==> src/rtl/alien_fire_scheduler.sv <==
`default_nettype none
// +----------------------------------------------------------------------------+
// | alien_fire_scheduler: picks the lowest living alien from a random column   |
// | each cooldown and requests a rocket spawn. Option: ALIEN_FIRE_BURST_EN.     |
// | Revision: 1.0                                                              |
// +----------------------------------------------------------------------------+
module alien_fire_scheduler #(
    parameter int NUM_COLS  = 14,
    parameter int NUM_ROWS  = 6,
    parameter int CELL      = 32,
    parameter int MIN_DELAY = 8,
    parameter int X_OFS     = 12,
    parameter int Y_OFS     = 24
) (
    input  logic              clk,
    input  logic              reset,
    input  logic              startOfFrame,
    input  logic              isGameMode,
    input  logic              slotFree,
    input  logic [3:0]        randCol,
    input  logic [2:0]        randDelay,
    input  logic [1:0]        randSpeed,
    input  logic signed [10:0] aliensTLX,
    input  logic signed [10:0] aliensTLY,
    output logic [3:0]        colIdx,
    output logic [2:0]        rowIdx,
    input  logic [1:0]        alienData,
    output logic              spawnReq,
    input  logic              spawnAck,
    output logic signed [10:0] spawnX,
    output logic signed [10:0] spawnY,
    output logic signed [10:0] spawnSpeed,
    output logic              gridEmpty
);

    typedef enum logic [2:0] {
        S_IDLE     = 3'd0,
        S_COOLDOWN = 3'd1,
        S_ADDR     = 3'd2,
        S_CHECK    = 3'd3,
        S_REQUEST  = 3'd4
    } state_t;

    localparam logic [6:0]  C_TOTAL_CELLS = 7'(NUM_COLS * NUM_ROWS);
    localparam logic [3:0]  C_NUM_COLS    = 4'(NUM_COLS);
    localparam logic [3:0]  C_LAST_COL    = 4'(NUM_COLS - 1);
    localparam logic [2:0]  C_LAST_ROW    = 3'(NUM_ROWS - 1);
    localparam logic [7:0]  C_MIN_DELAY   = 8'(MIN_DELAY);
    localparam logic [10:0] C_CELL        = 11'(CELL);
    localparam logic [10:0] C_X_OFS       = 11'(X_OFS);
    localparam logic [10:0] C_Y_OFS       = 11'(Y_OFS);

    state_t      state_q, state_d;
    logic [7:0]  cd_cnt_q, cd_cnt_d;
    logic [3:0]  col_q, col_d;
    logic [2:0]  row_q, row_d;
    logic [6:0]  cell_cnt_q, cell_cnt_d;
    logic        spawn_req_q, spawn_req_d;
    logic        grid_empty_q, grid_empty_d;
    logic [10:0] spawn_x_q, spawn_x_d;
    logic [10:0] spawn_y_q, spawn_y_d;
    logic [10:0] spawn_speed_q, spawn_speed_d;

    logic [7:0]  w_cd_reload;
    logic [3:0]  w_start_col;
    logic [3:0]  w_next_col;
    logic [6:0]  w_cell_cnt_inc;
    logic [2:0]  w_speed_idx;
    logic [10:0] w_spawn_x;
    logic [10:0] w_spawn_y;
    logic        w_hit;

`ifdef ALIEN_FIRE_BURST_EN
    logic        burst_arm_q, burst_arm_d;
    logic        burst_taken_q, burst_taken_d;
    logic [3:0]  start_col_q, start_col_d;
    logic [3:0]  w_burst_col;

    assign w_burst_col = (start_col_q == C_LAST_COL) ? 4'd0 : start_col_q + 4'd1;
`endif

    assign w_cd_reload    = C_MIN_DELAY + {3'b000, randDelay, 2'b00};
    assign w_start_col    = (randCol >= C_NUM_COLS) ? randCol - C_NUM_COLS : randCol;
    assign w_next_col     = (col_q == C_LAST_COL) ? 4'd0 : col_q + 4'd1;
    assign w_cell_cnt_inc = cell_cnt_q + 7'd1;
    assign w_speed_idx    = {1'b0, randSpeed} + 3'd1;
    assign w_hit          = |alienData;
    // Position math wraps at 11 bits; two's complement makes signedness irrelevant here.
    assign w_spawn_x      = aliensTLX + C_CELL * {7'd0, col_q} + C_X_OFS;
    assign w_spawn_y      = aliensTLY + C_CELL * {8'd0, row_q} + C_Y_OFS;

    always_comb begin
        state_d       = state_q;
        cd_cnt_d      = cd_cnt_q;
        col_d         = col_q;
        row_d         = row_q;
        cell_cnt_d    = cell_cnt_q;
        spawn_req_d   = spawn_req_q;
        grid_empty_d  = 1'b0;
        spawn_x_d     = spawn_x_q;
        spawn_y_d     = spawn_y_q;
        spawn_speed_d = spawn_speed_q;
`ifdef ALIEN_FIRE_BURST_EN
        burst_arm_d   = 1'b0;
        burst_taken_d = burst_taken_q;
        start_col_d   = start_col_q;
`endif
        if (!isGameMode) begin
            state_d     = S_IDLE;
            spawn_req_d = 1'b0;
`ifdef ALIEN_FIRE_BURST_EN
            burst_taken_d = 1'b0;
`endif
        end else begin
            case (state_q)
                S_IDLE: begin
                    cd_cnt_d = w_cd_reload;
                    state_d  = S_COOLDOWN;
                end
                S_COOLDOWN: begin
                    if (startOfFrame && cd_cnt_q != 8'd0) begin
                        cd_cnt_d = cd_cnt_q - 8'd1;
                    end
`ifdef ALIEN_FIRE_BURST_EN
                    if (burst_arm_q && slotFree && !burst_taken_q) begin
                        col_d         = w_burst_col;
                        row_d         = C_LAST_ROW;
                        cell_cnt_d    = 7'd0;
                        burst_taken_d = 1'b1;
                        state_d       = S_ADDR;
                    end else
`endif
                    if (cd_cnt_q == 8'd0 && slotFree) begin
                        col_d      = w_start_col;
                        row_d      = C_LAST_ROW;
                        cell_cnt_d = 7'd0;
                        state_d    = S_ADDR;
`ifdef ALIEN_FIRE_BURST_EN
                        start_col_d   = w_start_col;
                        burst_taken_d = 1'b0;
`endif
                    end
                end
                S_ADDR: begin
                    state_d = S_CHECK;
                end
                S_CHECK: begin
                    if (w_hit) begin
                        spawn_x_d     = w_spawn_x;
                        spawn_y_d     = w_spawn_y;
                        spawn_speed_d = {2'b00, w_speed_idx, 6'b000000};
                        spawn_req_d   = 1'b1;
                        state_d       = S_REQUEST;
                    end else begin
                        cell_cnt_d = w_cell_cnt_inc;
                        if (w_cell_cnt_inc == C_TOTAL_CELLS) begin
                            grid_empty_d = 1'b1;
                            cd_cnt_d     = w_cd_reload;
                            state_d      = S_COOLDOWN;
                        end else if (row_q != 3'd0) begin
                            row_d   = row_q - 3'd1;
                            state_d = S_ADDR;
                        end else begin
                            row_d   = C_LAST_ROW;
                            col_d   = w_next_col;
                            state_d = S_ADDR;
                        end
                    end
                end
                S_REQUEST: begin
                    if (spawnAck) begin
                        spawn_req_d = 1'b0;
                        cd_cnt_d    = w_cd_reload;
                        state_d     = S_COOLDOWN;
`ifdef ALIEN_FIRE_BURST_EN
                        burst_arm_d = 1'b1;
`endif
                    end
                end
                default: begin
                    state_d = S_IDLE;
                end
            endcase
        end
    end

    always_ff @(posedge clk or posedge reset) begin
        if (reset) begin
            state_q       <= S_IDLE;
            cd_cnt_q      <= 8'd0;
            col_q         <= 4'd0;
            row_q         <= 3'd0;
            cell_cnt_q    <= 7'd0;
            spawn_req_q   <= 1'b0;
            grid_empty_q  <= 1'b0;
            spawn_x_q     <= 11'd0;
            spawn_y_q     <= 11'd0;
            spawn_speed_q <= 11'd0;
`ifdef ALIEN_FIRE_BURST_EN
            burst_arm_q   <= 1'b0;
            burst_taken_q <= 1'b0;
            start_col_q   <= 4'd0;
`endif
        end else begin
            state_q       <= state_d;
            cd_cnt_q      <= cd_cnt_d;
            col_q         <= col_d;
            row_q         <= row_d;
            cell_cnt_q    <= cell_cnt_d;
            spawn_req_q   <= spawn_req_d;
            grid_empty_q  <= grid_empty_d;
            spawn_x_q     <= spawn_x_d;
            spawn_y_q     <= spawn_y_d;
            spawn_speed_q <= spawn_speed_d;
`ifdef ALIEN_FIRE_BURST_EN
            burst_arm_q   <= burst_arm_d;
            burst_taken_q <= burst_taken_d;
            start_col_q   <= start_col_d;
`endif
        end
    end

    assign colIdx     = col_q;
    assign rowIdx     = row_q;
    assign spawnReq   = spawn_req_q;
    assign gridEmpty  = grid_empty_q;
    assign spawnX     = spawn_x_q;
    assign spawnY     = spawn_y_q;
    assign spawnSpeed = spawn_speed_q;

endmodule
`default_nettype wire

==> config.mk <==
export PLATFORM = sky130hd
export DESIGN_NAME = alien_fire_scheduler
export DESIGN_NICKNAME = d
export VERILOG_FILES = /design/src/rtl/alien_fire_scheduler.sv
export SDC_FILE = /design/constraint.sdc
export NUM_CORES = 1
export LEC_CHECK = 0
export CAP_MARGIN = 20
export CORE_MARGIN = 1.5
export CORE_UTILIZATION = 49
export DETAILED_ROUTE_END_ITERATION = 10
export GPL_TIMING_DRIVEN = 0
export PLACE_DENSITY = 0.91
export SLEW_MARGIN = 20
export SYNTH_ARGS = -nofsm -noshare
export SYNTH_HDL_FRONTEND = slang
export SYNTH_SLANG_ARGS = --single-unit
export TNS_END_PERCENT = 5
==> constraint.sdc <==
create_clock -name clk -period 2.6 [get_ports clk]
set_input_delay 0.52 -clock clk [delete_from_list [all_inputs] [get_ports clk]]
set_output_delay 0.52 -clock clk [all_outputs]
set_load 0.03 [all_outputs]
# Yosys cells after proc, flatten, opt, wreduce, memory -nomap -nowiden
# Index checks and enable logic that the tools add are counted.
# totals
in_bits	39
wordCells	89
regBits	52
# op_classes
reduce_logical	16
magnitude_cmp	1
add_sub_neg	11
eq_ne	17
n_mux	34
# op_table
op	count
2-to-1 mux 8 bit	4
one-hot mux 8 bit (4 select lines)	1
2-to-1 mux 3 bit	8
2-to-1 mux 4 bit	6
one-hot mux 3 bit (5 select lines)	1
2-to-1 mux 7 bit	2
!= test 2 bit (second input constant)	7
one-hot mux 7 bit (2 select lines)	1
AND reduction 6 bit	2
adder 11 x 4 -> 11 bit (second input constant)	1
adder 11 x 5 -> 11 bit (second input constant)	1
adder 11 x 8 -> 11 bit	1
adder 11 x 9 -> 11 bit	1
!= test 3 bit (second input constant)	3
zero test 8 bit	1
one-hot mux 4 bit (2 select lines)	1
nonzero test 8 bit	1
subtractor 8 x 1 -> 8 bit (second input constant)	1
adder 7 x 1 -> 7 bit (second input constant)	1
equality test 7 bit (second input constant)	1
2-to-1 mux 1 bit	7
adder 4 x 5 -> 6 bit (first input constant)	1
equality test 3 x 2 -> 1 bit (second input constant)	2
one-hot mux 3 bit (2 select lines)	1
other kinds (21)	23

# Longest topological paths before layout
# logic_depth
ltp_word	6
ltp_mapped	8
mapped_depth_nobuf	7

# Worst setup path before layout
# No wires, ideal clock.
# synth_timing
path_type	register to register
start	register cd_cnt_q[0]
end	register col_q[1] (netlist: colIdx[1])
t_arrival_ps	2112
required_time_ps	2472
setup_ps	128
stages_incl_launch_ff	8
setup_slack_ps	361
period_less_slack_ps	2239
path_cell_list	dfrtp_1 -> inv_1 -> ha_1 -> or4b_4 -> o31ai_4 -> o2111ai_4 -> nor3_4 -> mux2_1
# synth_via
elab_chain_len	4
# synth_lines
element	line	source
from (decl)	54	logic [7:0] cd_cnt_q, cd_cnt_d;
from (signal assigned)	206	cd_cnt_q <= cd_cnt_d;
zero test 8 bit	133	if (cd_cnt_q == 8'd0 && slotFree) begin
logical AND 1 bit	133	
!= test 2 bit (no source line)	n/a	
AND reduction 6 bit (no source line)	n/a	
to (signal assigned)	207	col_q <= col_d;
to (decl)	55	logic [3:0] col_q, col_d;
# No other way between the ends.
# A chain may end at the register's enable or synchronous reset.

# Final worst setup path
# layout_timing
start	register cd_cnt_q[0]
end	register col_q[2] (netlist: colIdx[2])
# Same word-level chain as after synthesis.

==> reports/summary.txt <==
STATUS
--------------------------------------------------------------------------------------
Status                                                                    finished clean

FLOORPLANNING
--------------------------------------------------------------------------------------
Horizontal die dimension                                                       82.5 um
Count of pins on the block boundary                                                 81
Number of rows in the core area                                                     28
Area of the die                                                           0.00681 mm^2
Std-Cell Core Area                                                        0.00603 mm^2
Vertical die dimension                                                         82.5 um
Starting utilization of the core area                                            51.5%

YOSYS
--------------------------------------------------------------------------------------
Most used flip-flop cell after synthesis                                       dfrtp_1
Leading cell types by total area after synthesis                          dfrtp_1 42%, o21ai_0 6.6%, ha_1 6.1%
Number of synthesized register bits                                                 52
Yosys warnings                                                                       0
Area leader, netlist                                                           dfrtp_1
Count of mapped cells out of synthesis                                             331
Fraction of the yosys area taken by sequential cells                             42.0%
Number of flops mapped to enable cells by yosys                                      0
Synthesized area                                                          0.00310 mm^2
Yosys top cell area share                                                        42.0%
Netlist cell types                                                                  61
Average footprint of a synthesized cell                                      9.37 um^2
Share of synthesized flip-flops with an asynchronous set or reset                 100%

GRT
--------------------------------------------------------------------------------------
Antenna violations before repair                                                     0
Overall global routing resource usage                                            21.8%
Vias in the first global route                                                    2652
Global-route wire length before repair                                        11400 um
Leftover overflow at the end of global routing                                       0
Pin count of the biggest net entering global routing                                32

CRITICAL PATH
--------------------------------------------------------------------------------------
Sort of element at the start of the critical path                             register
Crit path max-delay cell type                                                   or4b_4
Largest delay contributor family on the critical path                     simple AND/OR/NAND/NOR gates
Kind of critical path                                                       reg -> reg
Crit path arrival time                                                         2650 ps
Buffer and inverter count on the worst path                                          1
Worst-case register-to-register setup slack                                     150 ps
RR Startpoint                                                              cd_cnt_q[0]
Kind of capture point of the worst setup path                                 register
Worst reg2reg path depth                                                             7
Worst flop-to-flop path endpoint                                             colIdx[2]
Worst endpoint required time                                                   2800 ps
Longest individual stage delay on the worst path                                520 ps
Crit path max fanout                                                                 4
Critical path, cell by cell                                               inv_1 -> ha_1 -> or4b_4 -> o31ai_4 -> o2111ai_4 -> nor3_4 -> mux2_1

CLOCK TREE
--------------------------------------------------------------------------------------
Number of clock buffers inserted by TritonCTS                                        5
Clock slew at the register clock pins of the worst setup and hold paths          90 ps
Post-CTS Setup Repair Bufs                                                           0
Htree depth                                                                          2
CTS tree                                                                         built
Later-pin clock latency in the skew report                                      310 ps
CTS Root Buffer Type                                                          clkbuf_8
Clock Path Buffers                                                                   2
Total number of clock tree sinks                                                    52

TIMING
--------------------------------------------------------------------------------------
Worst hold margin                                                               486 ps
Maximum clock skew at final layout                                             6.72 ps
Hold Vio Cnt, Final                                                                  0
Total count of max-transition violations in the final report                         0
Endpoints failing setup                                                              0
Actual transition at the worst max-transition pin                               744 ps
Unrepaired setup endpoints after global routing                                     no
Post-route setup slack                                                          147 ps
Period utilisation layout                                                        94.3%
Crit path time final                                                           2450 ps
Accumulated negative setup slack                                                  0 ps
Achievable frequency                                                           408 MHz
Remaining max-slew budget at the tightest pin                                    50.2%

FINISH
--------------------------------------------------------------------------------------
Synthesis-to-layout area growth                                                  30.9%
Total area of multi-input combinational cells                             0.00165 mm^2
Area taken by flip-flops and latches                                      0.00130 mm^2
Fraction of final layout cells sized beyond drive strength 1                     9.79%
Final-layout fill cell count                                                       458
Antenna diode instance count                                                         0
Commonest non-fill, non-tap cell in the layout                            clkdlybuf4s50_1
Commonest cells after routing, fill and taps aside                        72 x clkdlybuf4s50_1, 52 x dfrtp_1, 42 x nand2_1, 41 x o21ai_0, 28 x nor2_1
Total Nets Final                                                                   472

HOLD PATH
--------------------------------------------------------------------------------------
Type of the most critical hold path                                         reg -> reg
Cell depth of the worst min-delay path                                               2
Terminating pin of the worst hold path                                       spawnY[9]
Hold path start                                                              spawnY[9]

PWR
--------------------------------------------------------------------------------------
Leakage dissipation                                                            1.81 nW
Worst IR drop on VDD                                                        0.000669 V
Overall power consumption                                                      3.54 mW
Power density normalized to cell area                                      873 mW/mm^2

DRT
--------------------------------------------------------------------------------------
Detailed-route via count                                                          2740
DRT Wirelength                                                                 7110 um
Routed length per placed instance                                              14.4 um
Detailed-routing iteration count for the pre-antenna-repair pass                     4
Count of routing violations after the opening detailed-route iteration             112
Post-DRT Antenna Nets                                                                0
DRC Markers                                                                          0
Via-per-instance ratio                                                            5.55

PLACEMENT
--------------------------------------------------------------------------------------
Pre-CTS worst setup slack                                                      -254 ps
Number of buffers inserted by port buffering                                        72
Final estimated routing congestion in global placement                           0.889
Half-perimeter wire length after detailed placement                            5340 um

FLOW RUN
--------------------------------------------------------------------------------------
Max-cap check violation count                                                        0

==> timing repair <==
action	4_1_cts	5_1_grt
setup endpoints to repair	0	18
hold buffers	0	0
gates resized for setup	0	1
==> worst min-delay path, cell delays in order, from the launching register on <==
cell	delay, ps
dfrtp_1	350
nand2_1	40
o21ai_0	60
==> routing by layer <==
layer  GRT usage (%)  vias to the layer above  wire [um]
li1                -                     1339          -
met1            24.8                     1305       3060
met2            40.6                       82       3470
met3            4.40                       14        452
met4            6.50                        0        119
met5               0                        -          0
==> synthesized netlist by cell type, types with 7 or more instances <==
master,instances
inv_1,16
o21ai_0,41
nand2_1,42
dfrtp_1,52
xor2_1,10
ha_1,15
mux2_2,7
a21oi_1,15
nand3_1,8
nor2_1,29
buf_4,8
==> registers in the layout (all words and copies together), names as in the netlist <==
name	flops
state_q	3
spawnX	11
rowIdx	3
colIdx	4
spawnReq	1
cell_cnt_q	7
spawnY	11
spawnSpeed	3
cd_cnt_q	8
gridEmpty	1
==> worst max path at each step <==
stage | cells past startpoint | to | slack (ps) | start
after floorplan | 7 | colIdx[1] | 360 | cd_cnt_q[0]
after global placement | 6 | spawnY[6] | -190 | alienData[1]
after detailed placement | 6 | spawnX[4] | -250 | alienData[1]
after CTS | 6 | spawnX[4] | 80 | alienData[1]
after global routing | 7 | colIdx[1] | 20 | cd_cnt_q[0]
final | 7 | colIdx[2] | 150 | cd_cnt_q[0]
==> cell type report <==
type / count / share of cell area [%]
sequential: 52 / 32.1
tap: 75 / 2.31
buffer: 18 / 2.87
inverter: 16 / 1.48
clock buffer: 7 / 2.13
clock inverter: 1 / 0.185
timing repair buffer: 73 / 18.3
multi-input combinational: 252 / 40.7
==> through the flow <==
step                cell area (um^2)  utilization [%]  instances
detailed placement              3960             65.7        486
global placement                3940             65.4        485
CTS                             4060             67.3        494
floorplan                       3130                -        338
global route                    4060             67.3        494
finish                          4060             67.3        494
==> cell families (layout without fill, tap and decap cells) <==
group	count (synthesis)	count (layout)	share of synthesized area, %
adder cells (fa/ha/maj)	15	15	6.05
multiplexers	11	11	3.91
flip-flops	52	52	42.0
AND/OR/NAND/NOR	114	114	18.6
other	1	8	0.121
AO/OA/AOI/OAI	89	89	19.5
buffers and inverters	34	115	5.69
XOR/XNOR	15	15	4.24
==> where the power goes <==
part / leakage, nW / internal [mW] / switching [mW]
clock network: 0.0445 / 0.217 / 0.272
logic: 1.10 / 0.783 / 0.989
registers: 0.669 / 1.06 / 0.218
total: 1.81 / 2.06 / 1.48
No activity file was read; power rests on OpenSTA's default activity.
